==> config.mk <==
export PLATFORM = sky130hd
export DESIGN_NAME = movz_const_encoder_flat
export DESIGN_NICKNAME = d
export VERILOG_FILES = /design/src/rtl/movz_const_encoder_if.sv /design/src/rtl/movz_const_encoder.sv /design/src/flat_wrapper.sv
export SDC_FILE = /design/constraint.sdc
export NUM_CORES = 1
export LEC_CHECK = 0
export CAP_MARGIN = 40
export CORE_ASPECT_RATIO = 1.5
export CORE_MARGIN = 2
export CORE_UTILIZATION = 28
export DETAILED_ROUTE_END_ITERATION = 10
export SYNTH_ARGS = -nofsm -noshare
export SYNTH_HDL_FRONTEND = slang
export SYNTH_SLANG_ARGS = --single-unit
==> constraint.sdc <==
create_clock -name CLK -period 2.2 [get_ports CLK]
set_input_delay 0.44 -clock CLK [delete_from_list [all_inputs] [get_ports CLK]]
set_output_delay 0.44 -clock CLK [all_outputs]
set_load 0.01 [all_outputs]
==> src/rtl/movz_const_encoder_if.sv <==
`default_nettype none
// +------------------------------------------------------------------+
// | movz_const_encoder_if : request / instruction-beat handshake bus  |
// | Rev 1.0                                                           |
// +------------------------------------------------------------------+
interface movz_const_encoder_if;
  logic        in_valid;
  logic        in_ready;
  logic [63:0] in_value;
  logic [4:0]  in_rd;
  logic        out_valid;
  logic        out_ready;
  logic [25:0] out_imm26;
  logic [2:0]  out_ctrl;
  logic [1:0]  out_op;
  logic        out_last;

  modport master (
    output in_valid, in_value, in_rd, out_ready,
    input  in_ready, out_valid, out_imm26, out_ctrl, out_op, out_last
  );

  modport slave (
    input  in_valid, in_value, in_rd, out_ready,
    output in_ready, out_valid, out_imm26, out_ctrl, out_op, out_last
  );
endinterface
`default_nettype wire

==> src/rtl/movz_const_encoder.sv <==
`default_nettype none
// +------------------------------------------------------------------+
// | movz_const_encoder : 64-bit constant -> MOVZ/MOVK(/MOVN) beats    |
// | Optional MOVN selection under macro MOVZ_CONST_MOVN_EN. Rev 1.0   |
// +------------------------------------------------------------------+
module movz_const_encoder #(
  parameter bit DESCEND = 1'b0
) (
  input  wire logic           CLK,
  input  wire logic           Reset_L,
  movz_const_encoder_if.slave bus
);

  typedef enum logic [0:0] {IDLE = 1'b0, EMIT = 1'b1} state_t;

  localparam logic [1:0] OP_MOVZ = 2'b00;
  localparam logic [1:0] OP_MOVK = 2'b10;
`ifdef MOVZ_CONST_MOVN_EN
  localparam logic [1:0] OP_MOVN = 2'b01;
`endif

  state_t      state_q, state_d;
  logic [63:0] value_q, value_d;
  logic [4:0]  rd_q, rd_d;
  logic [3:0]  mask_q, mask_d;
  logic        out_valid_q, out_valid_d;
  logic [25:0] out_imm26_q, out_imm26_d;
  logic [2:0]  out_ctrl_q, out_ctrl_d;
  logic [1:0]  out_op_q, out_op_d;
  logic        out_last_q, out_last_d;

  logic [3:0]  w_mask;
  logic [3:0]  w_first_sel;
  logic [1:0]  w_first_hw;
  logic [15:0] w_first_imm;
  logic [1:0]  w_first_op;
  logic [1:0]  w_next_hw;
  logic [3:0]  w_next_rem;
  logic [3:0]  w_first_rem;
`ifdef MOVZ_CONST_MOVN_EN
  logic [3:0]  w_nmask;
`endif

  // Empty mask yields the zero-constant halfword (hw0, or hw3 when descending).
  function automatic logic [1:0] pick_hw(input logic [3:0] m);
    logic [1:0] hw;
    hw = DESCEND ? 2'd3 : 2'd0;
    if (DESCEND) begin
      for (int i = 0; i < 4; i++) if (m[i]) hw = 2'(i);
    end else begin
      for (int i = 3; i >= 0; i--) if (m[i]) hw = 2'(i);
    end
    return hw;
  endfunction

  function automatic logic [15:0] hword(input logic [63:0] v, input logic [1:0] hw);
    logic [15:0] h;
    case (hw)
      2'd0:    h = v[15:0];
      2'd1:    h = v[31:16];
      2'd2:    h = v[47:32];
      default: h = v[63:48];
    endcase
    return h;
  endfunction

`ifdef MOVZ_CONST_MOVN_EN
  function automatic logic [2:0] popcount4(input logic [3:0] m);
    return {2'b00, m[0]} + {2'b00, m[1]} + {2'b00, m[2]} + {2'b00, m[3]};
  endfunction
`endif

  always_comb begin
    state_d     = state_q;
    value_d     = value_q;
    rd_d        = rd_q;
    mask_d      = mask_q;
    out_valid_d = out_valid_q;
    out_imm26_d = out_imm26_q;
    out_ctrl_d  = out_ctrl_q;
    out_op_d    = out_op_q;
    out_last_d  = out_last_q;

    for (int i = 0; i < 4; i++) w_mask[i] = |bus.in_value[16*i +: 16];
    w_first_sel = w_mask;
    w_first_op  = OP_MOVZ;
    w_first_hw  = pick_hw(w_mask);
    w_first_imm = hword(bus.in_value, w_first_hw);
`ifdef MOVZ_CONST_MOVN_EN
    for (int i = 0; i < 4; i++) w_nmask[i] = ~&bus.in_value[16*i +: 16];
    if (popcount4(w_nmask) < popcount4(w_mask)) begin
      w_first_sel = w_nmask;
      w_first_op  = OP_MOVN;
      w_first_hw  = (w_nmask == 4'd0) ? 2'd0 : pick_hw(w_nmask);
      w_first_imm = ~hword(bus.in_value, w_first_hw);
    end
`endif
    w_first_rem = w_first_sel & ~(4'b0001 << w_first_hw);
    w_next_hw   = pick_hw(mask_q);
    w_next_rem  = mask_q & ~(4'b0001 << w_next_hw);

    case (state_q)
      IDLE: begin
        if (bus.in_valid) begin
          value_d     = bus.in_value;
          rd_d        = bus.in_rd;
          mask_d      = w_first_rem;
          out_valid_d = 1'b1;
          out_imm26_d = {3'b000, w_first_hw, w_first_imm, bus.in_rd};
          out_ctrl_d  = {1'b1, w_first_hw};
          out_op_d    = w_first_op;
          out_last_d  = (w_first_rem == 4'd0);
          state_d     = EMIT;
        end
      end
      default: begin
        if (out_valid_q && bus.out_ready) begin
          if (out_last_q) begin
            out_valid_d = 1'b0;
            mask_d      = 4'd0;
            state_d     = IDLE;
          end else begin
            mask_d      = w_next_rem;
            out_imm26_d = {3'b000, w_next_hw, hword(value_q, w_next_hw), rd_q};
            out_ctrl_d  = {1'b1, w_next_hw};
            out_op_d    = OP_MOVK;
            out_last_d  = (w_next_rem == 4'd0);
          end
        end
      end
    endcase
  end

  always_ff @(posedge CLK or negedge Reset_L) begin
    if (!Reset_L) begin
      state_q     <= IDLE;
      value_q     <= '0;
      rd_q        <= '0;
      mask_q      <= '0;
      out_valid_q <= 1'b0;
      out_imm26_q <= '0;
      out_ctrl_q  <= '0;
      out_op_q    <= '0;
      out_last_q  <= 1'b0;
    end else begin
      state_q     <= state_d;
      value_q     <= value_d;
      rd_q        <= rd_d;
      mask_q      <= mask_d;
      out_valid_q <= out_valid_d;
      out_imm26_q <= out_imm26_d;
      out_ctrl_q  <= out_ctrl_d;
      out_op_q    <= out_op_d;
      out_last_q  <= out_last_d;
    end
  end

  assign bus.in_ready  = (state_q == IDLE);
  assign bus.out_valid = out_valid_q;
  assign bus.out_imm26 = out_imm26_q;
  assign bus.out_ctrl  = out_ctrl_q;
  assign bus.out_op    = out_op_q;
  assign bus.out_last  = out_last_q;

endmodule
`default_nettype wire
==> src/flat_wrapper.sv <==
// flat-port wrapper written by rule: the top's interface ports become plain ports
module movz_const_encoder_flat 
#(
  parameter bit DESCEND = 1'b0
)
  (CLK, Reset_L, bus_in_valid, bus_in_value, bus_in_rd, bus_out_ready, bus_in_ready, bus_out_valid, bus_out_imm26, bus_out_ctrl, bus_out_op, bus_out_last);
  movz_const_encoder_if bus_i ();
  input  wire logic CLK;
  input  wire logic Reset_L;
  input wire logic [$bits(bus_i.in_valid)-1:0] bus_in_valid;
  input wire logic [$bits(bus_i.in_value)-1:0] bus_in_value;
  input wire logic [$bits(bus_i.in_rd)-1:0] bus_in_rd;
  input wire logic [$bits(bus_i.out_ready)-1:0] bus_out_ready;
  output wire logic [$bits(bus_i.in_ready)-1:0] bus_in_ready;
  output wire logic [$bits(bus_i.out_valid)-1:0] bus_out_valid;
  output wire logic [$bits(bus_i.out_imm26)-1:0] bus_out_imm26;
  output wire logic [$bits(bus_i.out_ctrl)-1:0] bus_out_ctrl;
  output wire logic [$bits(bus_i.out_op)-1:0] bus_out_op;
  output wire logic [$bits(bus_i.out_last)-1:0] bus_out_last;
  assign bus_i.in_valid = bus_in_valid;
  assign bus_i.in_value = bus_in_value;
  assign bus_i.in_rd = bus_in_rd;
  assign bus_i.out_ready = bus_out_ready;
  assign bus_in_ready = bus_i.in_ready;
  assign bus_out_valid = bus_i.out_valid;
  assign bus_out_imm26 = bus_i.out_imm26;
  assign bus_out_ctrl = bus_i.out_ctrl;
  assign bus_out_op = bus_i.out_op;
  assign bus_out_last = bus_i.out_last;
  movz_const_encoder #(.DESCEND(DESCEND)) u_core (.CLK(CLK), .Reset_L(Reset_L), .bus(bus_i));
endmodule
* After elaboration in Yosys (flattened, before gate mapping)
Index checks and enable logic that the tools add are counted.
Storage, ports and cells: output and inout port bits 34, memory bits (read-only) 0, bits in latches 0, RAM bits 0, bits in registers 107, memories 0
Operators by class: reduce and logical (&&, ||, !) cells 14, magnitude comparators 0, add/subtract/negate cells 0, div/mod/pow operators 0, equality and inequality tests 7, bitwise operators 5, muxes and demuxes 38, shift operators 2, multipliers 0
Operators with widths (number):
- two-way mux 26 bit | 4
- one-hot mux 16 bit (3 select lines) | 2
- OR reduction 16 bit | 4
- two-way mux 2 bit | 12
- two-way mux 4 bit | 4
- two-way mux 1 bit | 12
- two-way mux 3 bit | 4
- AND 4 bit | 2
- logical NOT 4 bit | 2
- inverter 4 bit | 2
- << shifter 1 x 2 -> 4 bit (first input constant) | 2
- != test 2 bit (second input constant) | 3
- AND reduction 3 bit | 2
- == test 2 x 1 -> 1 bit (second input constant) | 2
- == test 2 bit (second input constant) | 2
- logical NOT 2 bit | 2
- AND reduction 2 bit | 2
- nonzero test 2 bit | 1
- logical AND 1 bit | 1
- inverter 1 bit | 1

* Longest topological paths before layout
depth in word-level cells 11, mapped depth 7, depth with buffers taken out 5

* Worst setup path after synthesis
No wires, ideal clock.
path kind input-to-reg, start in bus_in_value[27], end reg u_core.out_imm26_q[11] (netlist: u_core.bus.out_imm26[11]), slack 0.150 ns, arrival 1.914 ns, setup time 0.136 ns, data required time 2.064 ns, stages on the path 7, path through nor4_1 > nand4_1 > or4_1 > buf_2 > buf_6 > o21ai_1 > o211ai_1
Between the ends: cells in the longest elaborated chain, start to end 7, elaborated cells between the ends (all ways) 9, those cells by class 2 x eq/ne; 5 x mux; 2 x reduce/logical
Ends and longest elaborated chain:
- start, declared | line flat_wrapper.sv:11 | input wire logic [$bits(bus_i.in_value)-1:0] bus_in_value;
- OR reduction 16 bit (*) | line movz_const_encoder.sv:84 | for (int i = 0; i < 4; i++) w_mask[i] = |bus.in_value[16*i +: 16];
- two-way mux 2 bit (*) (2 in a row) | line movz_const_encoder.sv:51 | for (int i = 3; i >= 0; i--) if (m[i]) hw = 2'(i);
- == test 2 bit (tied with other cells) | line movz_const_encoder.sv:58 | case (hw)
- one-hot mux 16 bit (3 select lines) (*) | line movz_const_encoder.sv:58
- two-way mux 26 bit (*) | line movz_const_encoder.sv:104 | if (bus.in_valid) begin
- two-way mux 26 bit (*) | line movz_const_encoder.sv:102 | case (state_q)
- end signal, assigned | line movz_const_encoder.sv:151 | out_imm26_q <= out_imm26_d;
- end, declared | line movz_const_encoder.sv:27 | logic [25:0] out_imm26_q, out_imm26_d;
Every way passes the cells marked *; elsewhere a longest branch is shown, timed or not. The select of a mux whose other input is x is not followed. A chain may end at the register's enable or synchronous reset.

* Worst setup path after layout
start in bus_in_value[47], end reg u_core.out_imm26_q[10] (netlist: u_core.bus.out_imm26[10])
Between the ends: cells in the longest elaborated chain, start to end 8, elaborated cells between the ends (all ways) 10, those cells by class 2 x eq/ne; 6 x mux; 2 x reduce/logical
Ends and longest elaborated chain (line):
- OR reduction 16 bit (*) | movz_const_encoder.sv:84
- two-way mux 2 bit (*) (3 in a row) | movz_const_encoder.sv:51
- == test 2 bit (tied with other cells) | movz_const_encoder.sv:58
- one-hot mux 16 bit (3 select lines) (*) | movz_const_encoder.sv:58
- two-way mux 26 bit (*) | movz_const_encoder.sv:104
- two-way mux 26 bit (*) | movz_const_encoder.sv:102
Marks and branches as above.

==> flow_metrics.py <==
metrics = {
    "run_status": {
        "outcome": "finished clean",
    },
    "setup_path": {
        "worst_setup_path_start_kind": "primary input",
        "r2r-start": "u_core.mask_q[3]",
        "crit_arrival_ns": 2.38,
        "rrSetupSlack_ns": 0.25,
        "cp-end-kind": "flip-flop",
        "crit_start": "bus_in_value[47]",
        "worst_ep_required_time_ns": 2.44,
        "worstPathMaxFanout": 8,
        "criticalPathCategory": "in -> reg",
    },
    "detailed_routing": {
        "drt_wl_total_microns": 18700,
        "vias": 5228,
        "avgRoutedWirePerCell_microns": 18.4,
        "dr.first_iter.drc_count": 362,
        "drc": 0,
        "ant_nets": 0,
        "viasPerCell": 5.16,
        "firstDrtPassIters": 4,
    },
    "layout": {
        "synthToLayoutAreaGrowth_pct": 51.8,
        "num_antenna_cells": 0,
        "nNetsFinal": 865,
        "most-common-layout-cells": "236 x nand2_1, 108 x buf_4, 101 x dfrtp_1, 61 x clkdlybuf4s50_1, 26 x dlymetal6s2s_1",
        "final_layout_size_suffix_gt1_frac": 0.223,
        "finalInstanceArea_sq_um": 7800,
        "layout_commonest_cell": "nand2_1",
    },
    "power": {
        "p_switching_uw": 3350,
        "power_leakage_uw": 0.00378,
        "p_sw_frac": 0.392,
        "p_clk_frac": 0.185,
        "p_total_uw": 8550,
        "vdd.ir_drop.worst_v": 0.000435,
        "powerDensity_nw_per_um2": 1100,
        "combPwrFrac": 0.435,
        "p_int_uw": 5200,
        "power.share.sequential": 0.380,
    },
    "floorplan": {
        "die_w_microns": 115,
        "row_count": 60,
        "dieArea_sq_um": 19500,
        "ios": 107,
        "die_h_microns": 170,
        "start_util": 0.286,
        "core_sq_um": 17900,
    },
    "yosys": {
        "ys_ff_latch": 101,
        "synth_area_sq_um": 5140,
        "seq_area_frac_synth": 0.492,
        "synth.distinct_cells": 33,
        "yosys-top-cells-area": "dfrtp_1 49%, nand2_1 17%, clkbuf_1 3.0%, o211ai_1 2.9%, o21ai_0 2.8%",
        "yosys_warnings": 0,
        "synth_cells": 608,
        "synth_top_cell_by_area": "dfrtp_1",
        "avgSynthCellArea_sq_um": 8.45,
        "synth_top_area_share": 0.492,
    },
    "place": {
        "dp.final_hpwl_microns": 13600,
        "dpl_cell_area_sq_um": 7160,
        "io_buffers": 102,
        "gp_congestion": 0.843,
    },
    "sta": {
        "fmax_ghz": 0.466,
        "final_hold_viol_count": 0,
        "post-route-period-util": 0.975,
        "setup_tns_ns": 0,
        "maxSlewHeadroom": 0.657,
        "slew_viol_final": 0,
        "hold_ws_ns": 0.00550,
        "tightest_slew_ns": 0.511,
        "fin_skew_ns": 0.0139,
        "setup_violations": 0,
        "min_period_ns": 2.14,
    },
    "clock_tree": {
        "root_buffer": "clkbuf_16",
        "cts_tree": "done",
        "cts.sinks": 101,
        "clk_path_buf_depth": 2,
        "cts_buffers": 9,
        "htree_levels": 3,
        "clock_latency_ns": 0.36,
        "clk_pin_slew_ns": 0.08,
    },
    "global_routing": {
        "grt_pass1_vias": 5231,
        "grt-ovfl-total": 0,
        "grt_max_degree": 42,
        "grtUsageTotal": 0.194,
        "antenna_found_initial": 0,
        "grt_pass1_wl_microns": 28700,
    },
    "flow_run": {
        "max_cap_violations": 0,
    },
    "hold_path": {
        "hold_class": "in -> async",
    },
}
## path summary, 6_finish.rpt
kind,end,depth (start not counted)
hold reg to reg,u_core.bus.out_ctrl[2],1
max in group asynchronous,u_core.value_q[57],2
min in group CLK,u_core.value_q[35],4
setup / recovery,u_core.bus.out_imm26[10],9
hold / removal,u_core.state_q,1
setup reg to reg,u_core.bus.out_imm26[13],6
## power by group through the flow
stage               Clock [uW]  Sequential, uW  Combinational (uW)
floorplan                    0            3220                1950
global placement             0            3260                3660
detailed placement           0            3280                3720
CTS                       1600            3250                3750
global route              1670            3340                4110
finish                    1580            3250                3720
## registers in the layout, indices dropped and copies added, names as in the netlist, 3 cells and up
register	count
u_core.rd_q	5
u_core.bus.out_ctrl	3
u_core.bus.out_imm26	21
u_core.mask_q	4
u_core.value_q	64
## through the flow
stage	util	instances	setup slack, ns
finish	0.435	1014	0.0558
global route	0.435	1014	-0.0158
CTS	0.426	1012	-0.00448
detailed placement	0.399	997	-0.636
global placement	0.399	997	-0.650
floorplan	-	611	0.150
## synth_stat cells (all sizes together)
| cell | instances |
|---|---|
| o31ai | 18 |
| dfrtp | 101 |
| o211ai | 20 |
| nor2b | 20 |
| o21ai | 39 |
| buf | 10 |
| nor3 | 2 |
| a21oi | 1 |
| o2111ai | 16 |
| nand3 | 6 |
| nor4 | 16 |
| and4 | 2 |
| nand2b | 17 |
| a221oi | 16 |
| mux2i | 5 |
| nor2 | 10 |
| nand2 | 237 |
| and3 | 1 |
| clkbuf | 41 |
| a211oi | 17 |
| nand4 | 3 |
| mux2 | 1 |
| o21a | 1 |
| inv | 2 |
| or4 | 1 |
| conb | 1 |
| a31oi | 4 |
## layout make-up
cell class / instances / area [sq um]
timing repair buffer: 221 / 2040
fill: 1792 / 10100
tap: 217 / 272
clock buffer: 10 / 229
clock inverter: 6 / 55.1
sequential: 101 / 2530
multi-input combinational: 457 / 2670
inverter: 2 / 7.51
## routing by layer
metal | up-vias | track usage | share of wire
li1 | 2486 | - | -
met1 | 2557 | 0.237 | 0.41
met2 | 149 | 0.339 | 0.52
met3 | 36 | 0.0210 | 0.036
met4 | 0 | 0.0928 | 0.039
met5 | - | 0 | 0
## cell families (layout without fill, tap and decap cells)
| group | count (synthesis) | count (layout) | synth area share |
|---|---|---|---|
| compound gates | 132 | 132 | 0.181 |
| buf+inv | 53 | 239 | 0.0453 |
| flops | 101 | 101 | 0.492 |
| mux | 6 | 6 | 0.0119 |
| other cells | 1 | 4 | 0.000730 |
| simple gates | 315 | 315 | 0.269 |
## critical path, stage by stage
cell and delay (ns):
dlygate4sd2_1 0.30, nor4_2 0.30, buf_4 0.15, nand4_1 0.06
buf_4 0.15, or4_4 0.57, buf_6 0.17, o21ai_1 0.14
o211ai_1 0.09
## repair_timing
| item | CTS | global route |
|---|---|---|
| pin swaps | 13 | 20 |
| resized for setup | 52 | 47 |
| endpoints found under the setup margin | 17 | 17 |
| setup buffers | 0 | 2 |
| gates cloned | 1 | 0 |
| hold buffers | 0 | 0 |
(Power assumes the default switching activity.)
